==> config.mk <==
export PLATFORM = sky130hd
export DESIGN_NAME = cache_fill_ctrl
export DESIGN_NICKNAME = d
export VERILOG_FILES = /design/src/rtl/cache_pkg.sv /design/src/rtl/blk_word_cnt.sv /design/src/rtl/cache_fill_ctrl.sv
export SDC_FILE = /design/constraint.sdc
export NUM_CORES = 1
export LEC_CHECK = 0
export BUFFER_PORTS_ARGS = -buffer_cell sky130_fd_sc_hd__buf_2
export CORE_MARGIN = 2
export CORE_UTILIZATION = 40
export DETAILED_ROUTE_END_ITERATION = 16
export GPL_TIMING_DRIVEN = 0
export PLACE_DENSITY = 0.92
export SETUP_SLACK_MARGIN = 0.02
export SLEW_MARGIN = 20
export SYNTH_ARGS = -nofsm -noshare
export SYNTH_HDL_FRONTEND = slang
export SYNTH_SLANG_ARGS = --single-unit
==> constraint.sdc <==
create_clock -name clk -period 1.49 [get_ports clk]
set_input_delay 0 -clock clk [delete_from_list [all_inputs] [get_ports clk]]
set_output_delay 0 -clock clk [all_outputs]
set_load 0.005 [all_outputs]
==> src/rtl/cache_pkg.sv <==
// rtl/cache_pkg.sv - shared state encoding and block geometry for the cache fill controller
package cache_pkg;

    typedef enum logic {
        IDLE = 1'b0,
        FILL = 1'b1
    } fill_state_e;

    localparam int DEF_WORDS_PER_BLOCK = 8;

    function automatic int blk_off_bits(input int wpb);
        return $clog2(2 * wpb);
    endfunction

    localparam int BLK_OFF_BITS = blk_off_bits(DEF_WORDS_PER_BLOCK);

endpackage

==> src/rtl/blk_word_cnt.sv <==
// rtl/blk_word_cnt.sv - per-block word up-counter with clear and block-complete flag
module blk_word_cnt #(
    parameter int WPB = 8,
    parameter int CW  = $clog2(WPB) + 1
) (
    input  logic          clk,
    input  logic          rst_n,
    input  logic          clr,
    input  logic          inc,
    output logic [CW-1:0] count,
    output logic          done
);

    logic [CW-1:0] count_q;
    logic [CW-1:0] count_d;

    always_comb begin
        count_d = count_q;
        if (clr) begin
            count_d = '0;
        end else if (inc) begin
            count_d = count_q + CW'(1);
        end
    end

    always_ff @(posedge clk or negedge rst_n) begin
        if (!rst_n) begin
            count_q <= '0;
        end else begin
            count_q <= count_d;
        end
    end

    assign count = count_q;
    assign done  = (count_q == CW'(WPB));

endmodule

==> src/rtl/cache_fill_ctrl.sv <==
// rtl/cache_fill_ctrl.sv - block fill on miss and write-through store forwarding to pipelined memory
module cache_fill_ctrl
    import cache_pkg::*;
#(
    parameter int ADDR_WIDTH      = 16,
    parameter int WORDS_PER_BLOCK = DEF_WORDS_PER_BLOCK
) (
    input  logic                  clk,
    input  logic                  rst_n,
    input  logic                  miss_detected,
    input  logic [ADDR_WIDTH-1:0] miss_address,
    input  logic                  st_req,
    input  logic [ADDR_WIDTH-1:0] st_addr,
    input  logic [15:0]           st_data,
    output logic                  st_ack,
    output logic                  fsm_busy,
    output logic                  write_data_array,
    output logic                  write_tag_array,
    output logic [ADDR_WIDTH-1:0] fill_addr,
    output logic [15:0]           fill_data,
    output logic                  mem_enable,
    output logic                  mem_wr,
    output logic [ADDR_WIDTH-1:0] mem_addr,
    output logic [15:0]           mem_data_in,
    input  logic [15:0]           mem_data_out,
    input  logic                  mem_data_valid
);

    localparam int OFF = blk_off_bits(WORDS_PER_BLOCK);
    localparam int CW  = $clog2(WORDS_PER_BLOCK) + 1;

    fill_state_e           state_q, state_d;
    logic [ADDR_WIDTH-1:0] base_q, base_d;
    logic [CW-1:0]         issue_cnt, rcv_cnt;
    logic                  issue_done, rcv_done;
    logic                  issue_inc, rcv_inc, rcv_last, cnt_clr;
    logic                  unused_bits;

    assign unused_bits = ^{miss_address[OFF-1:0], st_addr[0]};

    // Valids are only accepted inside a fill; anything past the last word is dropped.
    assign issue_inc = (state_q == FILL) && !issue_done;
    assign rcv_inc   = (state_q == FILL) && mem_data_valid && !rcv_done;
    assign rcv_last  = rcv_inc && (rcv_cnt == CW'(WORDS_PER_BLOCK - 1));
    assign cnt_clr   = (state_q == IDLE) || rcv_last;

    blk_word_cnt #(.WPB(WORDS_PER_BLOCK), .CW(CW)) u_issue_cnt (
        .clk   (clk),
        .rst_n (rst_n),
        .clr   (cnt_clr),
        .inc   (issue_inc),
        .count (issue_cnt),
        .done  (issue_done)
    );

    blk_word_cnt #(.WPB(WORDS_PER_BLOCK), .CW(CW)) u_rcv_cnt (
        .clk   (clk),
        .rst_n (rst_n),
        .clr   (cnt_clr),
        .inc   (rcv_inc),
        .count (rcv_cnt),
        .done  (rcv_done)
    );

    always_ff @(posedge clk or negedge rst_n) begin
        if (!rst_n) begin
            state_q <= IDLE;
            base_q  <= '0;
        end else begin
            state_q <= state_d;
            base_q  <= base_d;
        end
    end

    always_comb begin
        state_d = state_q;
        base_d  = base_q;
        case (state_q)
            IDLE: begin
                if (miss_detected) begin
                    base_d  = {miss_address[ADDR_WIDTH-1:OFF], {OFF{1'b0}}};
                    state_d = FILL;
                end
            end
            FILL: begin
                if (rcv_last) begin
                    state_d = IDLE;
                end
            end
            default: state_d = IDLE;
        endcase
    end

    always_comb begin
        st_ack           = 1'b0;
        fsm_busy         = 1'b0;
        write_data_array = 1'b0;
        write_tag_array  = 1'b0;
        fill_addr        = '0;
        fill_data        = '0;
        mem_enable       = 1'b0;
        mem_wr           = 1'b0;
        mem_addr         = '0;
        mem_data_in      = '0;
        case (state_q)
            IDLE: begin
                // A pending miss takes priority; the store waits for the next idle cycle.
                if (rst_n && st_req && !miss_detected) begin
                    st_ack      = 1'b1;
                    mem_enable  = 1'b1;
                    mem_wr      = 1'b1;
                    mem_addr    = {st_addr[ADDR_WIDTH-1:1], 1'b0};
                    mem_data_in = st_data;
                end
            end
            FILL: begin
                fsm_busy = 1'b1;
                if (!issue_done) begin
                    mem_enable = 1'b1;
                    mem_addr   = base_q + (ADDR_WIDTH'(issue_cnt) << 1);
                end
                if (rcv_inc) begin
                    write_data_array = 1'b1;
                    fill_addr        = base_q + (ADDR_WIDTH'(rcv_cnt) << 1);
                    fill_data        = mem_data_out;
                    write_tag_array  = rcv_last;
                end
            end
            default: ;
        endcase
    end

endmodule

==> impl_metrics.env <==
export IMPL_yosys_cell_types_count=32
export IMPL_io_buffers=131
export IMPL_critical_path_class="reg2out"
export IMPL_placedInstanceArea_um2=2530
export IMPL_grt_usage_pct=30.1
export IMPL_synth_area_um2=1810
export IMPL_routed_wirelength_um=10200
export IMPL_dpl_worst_slack_ps=-298
export IMPL_tightest_slew_ps=566
export IMPL_syn2layout_area_growth_pct=113
export IMPL_drt_vias_per_instance=5.74
export IMPL_status="finished, violations left"
export IMPL_relSlewSlack_pct=62.3
export IMPL_critical_path_required_ps=1490
export IMPL_period_share_pct=118
export IMPL_clk_path_buf_depth=2
export IMPL_ant_nets=0
export IMPL_dieHeight_um=71.3
export IMPL_drive_above_1_share_pct=72.4
export IMPL_yosys_most_used_dff="dfrtp_1"
export IMPL_drv_cap=0
export IMPL_drc=0
export IMPL_drtIter0Drc=254
export IMPL_grt_max_degree=22
export IMPL_dieWidth_um=71.3
export IMPL_cts_inserted_buffers=3
export IMPL_cts_clk_slew_worst_paths_ps=80
export IMPL_insertion_delay_ps=270
export IMPL_syn_avg_cell_area_um2=7.97
export IMPL_ys_warn_count=0
export IMPL_yosys_top_cells_area="dfrtp_1, and2_1, mux2_2, xnor2_1, nand2_1"
export IMPL_power_density_nw_per_um2=1550
export IMPL_io_pins=139
export IMPL_clock_skew_ps=3.40
export IMPL_grt_pass1_wl_um=12100
export IMPL_setup_tns_ps=-7000
export IMPL_whs_ps=80.4
export IMPL_cp_max_fo=4
export IMPL_max_freq_ghz=0.567
export IMPL_post_route_min_period_ps=1760
export IMPL_drt_pass1_iterations=5
export IMPL_maxSlewViolCount=0
export IMPL_hp_class="in2reg"
export IMPL_worstPathCellList="ha_2 -> nand3_2 -> nor2_2 -> xnor2_1 -> o21ai_1 -> buf_2"
export IMPL_end_kind="output port"
export IMPL_gr_total_overflow=0
export IMPL_use_met3_pct=4.64
export IMPL_cts_htree_levels=1
export IMPL_crit_arrival_ps=1760
export IMPL_start_util_pct=41.6
export IMPL_gp_congestion=0.845
export IMPL_rsz0062_at_grt="yes"
export IMPL_cts_tree="done"
export IMPL_coreArea_um2=4350
export IMPL_num_antenna_cells=0
export IMPL_gr_usage_met1_pct=33.4
export IMPL_wire_per_inst_um=21.7
export IMPL_worst_path_buf_inv=1
export IMPL_finalInstanceArea_um2=3850
export IMPL_grt_busiest_layer="met2"
export IMPL_yosysMostFrequentCell="and2_1"
export IMPL_syn_inst=227
export IMPL_final_nets=494
export IMPL_finalSetupViolations=63
export IMPL_utilization_pct=88.4
export IMPL_die_area_um2=5080
export IMPL_cp_slowest_cell="dfrtp_2"
export IMPL_synth_seq_cells=21
export IMPL_synth_top_area_share_pct=29.0
export IMPL_vias=2684
export IMPL_hold_viol_final=0
export IMPL_use_met2_pct=55.9
export IMPL_grt_pass1_vias=2561
export IMPL_cp_start_kind="flip-flop"
export IMPL_crit_path_max_incr_delay_ps=460
export IMPL_max_vdd_ir_drop_uv=1220
export IMPL_layout_setup_ws_ps=-272
export IMPL_synth_commonest_cells="and2_1, nand2_1, dfrtp_1, nor2_1, xnor2_1"
export IMPL_synth_seq_area_share_pct=29.0
export IMPL_violations="setup timing"
export IMPL_dp_hpwl_um=4310
export IMPL_async_flop_share_pct=100
export IMPL_p_leak_nw=1.87
export IMPL_critPathTopFamily="flip-flops"
export IMPL_cts_root_buf="clkbuf_8"
export IMPL_num_rows=24
export IMPL_yosys_area_top_type="dfrtp_1"
export IMPL_antenna_found_initial=0
export IMPL_synth_edf_count=0
export IMPL_numClockSinks=21
[final timing paths]
path	startpoint	endpoint	slack, ps	cells after the start
setup reg to reg	u_issue_cnt.count[3]$_DFFE_PN0P_	u_issue_cnt.count[1]$_DFFE_PN0P_	-20	8
max in group asynchronous	rst_n	base_q[11]$_DFFE_PN0P_	680	3
hold reg to reg	base_q[12]$_DFFE_PN0P_	base_q[12]$_DFFE_PN0P_	620	1
min in group asynchronous	rst_n	base_q[15]$_DFFE_PN0P_	400	3
setup / recovery	base_q[4]$_DFFE_PN0P_	mem_addr[11]	-270	6
hold / removal	mem_data_valid	u_rcv_cnt.count[2]$_DFFE_PN0P_	80	4
[flip-flops by register name (all words and copies together), names as in the netlist]
name,flops
base_q,12
state_q,1
u_issue_cnt.count,4
u_rcv_cnt.count,4
[through the flow]
stage | power, W | instances
floorplan | 0.00255 | 228
global placement | 0.00341 | 411
detailed placement | 0.00347 | 411
CTS | 0.00494 | 456
global route | 0.00626 | 468
finish | 0.00598 | 468
[power breakdown]
part | total [W] | leakage (nW) | internal, W | switching, W
clock | 0.000402 | 0.0228 | 0.000192 | 0.000211
combinational | 0.00429 | 1.60 | 0.00222 | 0.00207
sequential | 0.00129 | 0.244 | 0.000868 | 0.000422
[cell families after synthesis]
kind of cell	synth area share [%]
compound gates	8.51
xor+xnor	10.6
fa+ha+maj	5.53
buf+inv	6.43
flops	29.0
mux	8.09
other cells	0.207
simple gates	31.5
[placed cells by master, fill, tap and decap left out, types with 4 or more instances in the layout]
cell type	n
buf_8	5
o21ai_1	12
dfrtp_2	9
dfrtp_1	12
nor2_4	5
buf_4	33
nand2_2	4
mux2_2	13
dlygate4sd3_1	14
nor3_2	4
nor3_4	4
buf_6	49
ha_4	5
buf_2	97
xor2_1	5
and2_4	32
nand3_1	4
clkbuf_8	4
xnor2_1	14
nor2_1	13
inv_2	4
nand2_1	19
nand2_4	4
[routing by layer]
metal / share of wire (%) / vias up
met3: 9.1 / 81
met4: 8.0 / 0
met5: 0 / -
li1: - / 1124
met1: 34 / 1246
met2: 49 / 233
[worst register-to-register path, stage by stage (launching register included)]
cell	delay [ps]
dfrtp_1	420
buf_4	140
buf_4	120
nand2_4	60
o21ai_4	230
buf_6	170
buf_4	110
nand2_1	60
a21oi_1	120
[layout make-up]
class / instances / area (µm²)
buffer: 14 / 170
clock buffer: 4 / 45.0
fill: 192 / 507
inverter: 7 / 31.3
multi-input combinational: 183 / 1630
sequential: 21 / 537
tap: 52 / 65.1
timing repair buffer: 187 / 1370
[repair_timing]
action,in CTS,in global routing
gates resized for setup,133,78
pin swaps,57,14
buffers inserted,22,13
cloned,7,0
hold buffers,14,1
endpoints found under the hold margin,34,21
setup endpoints to repair,76,72
Note: power is estimated with default switching activity, not from simulation.
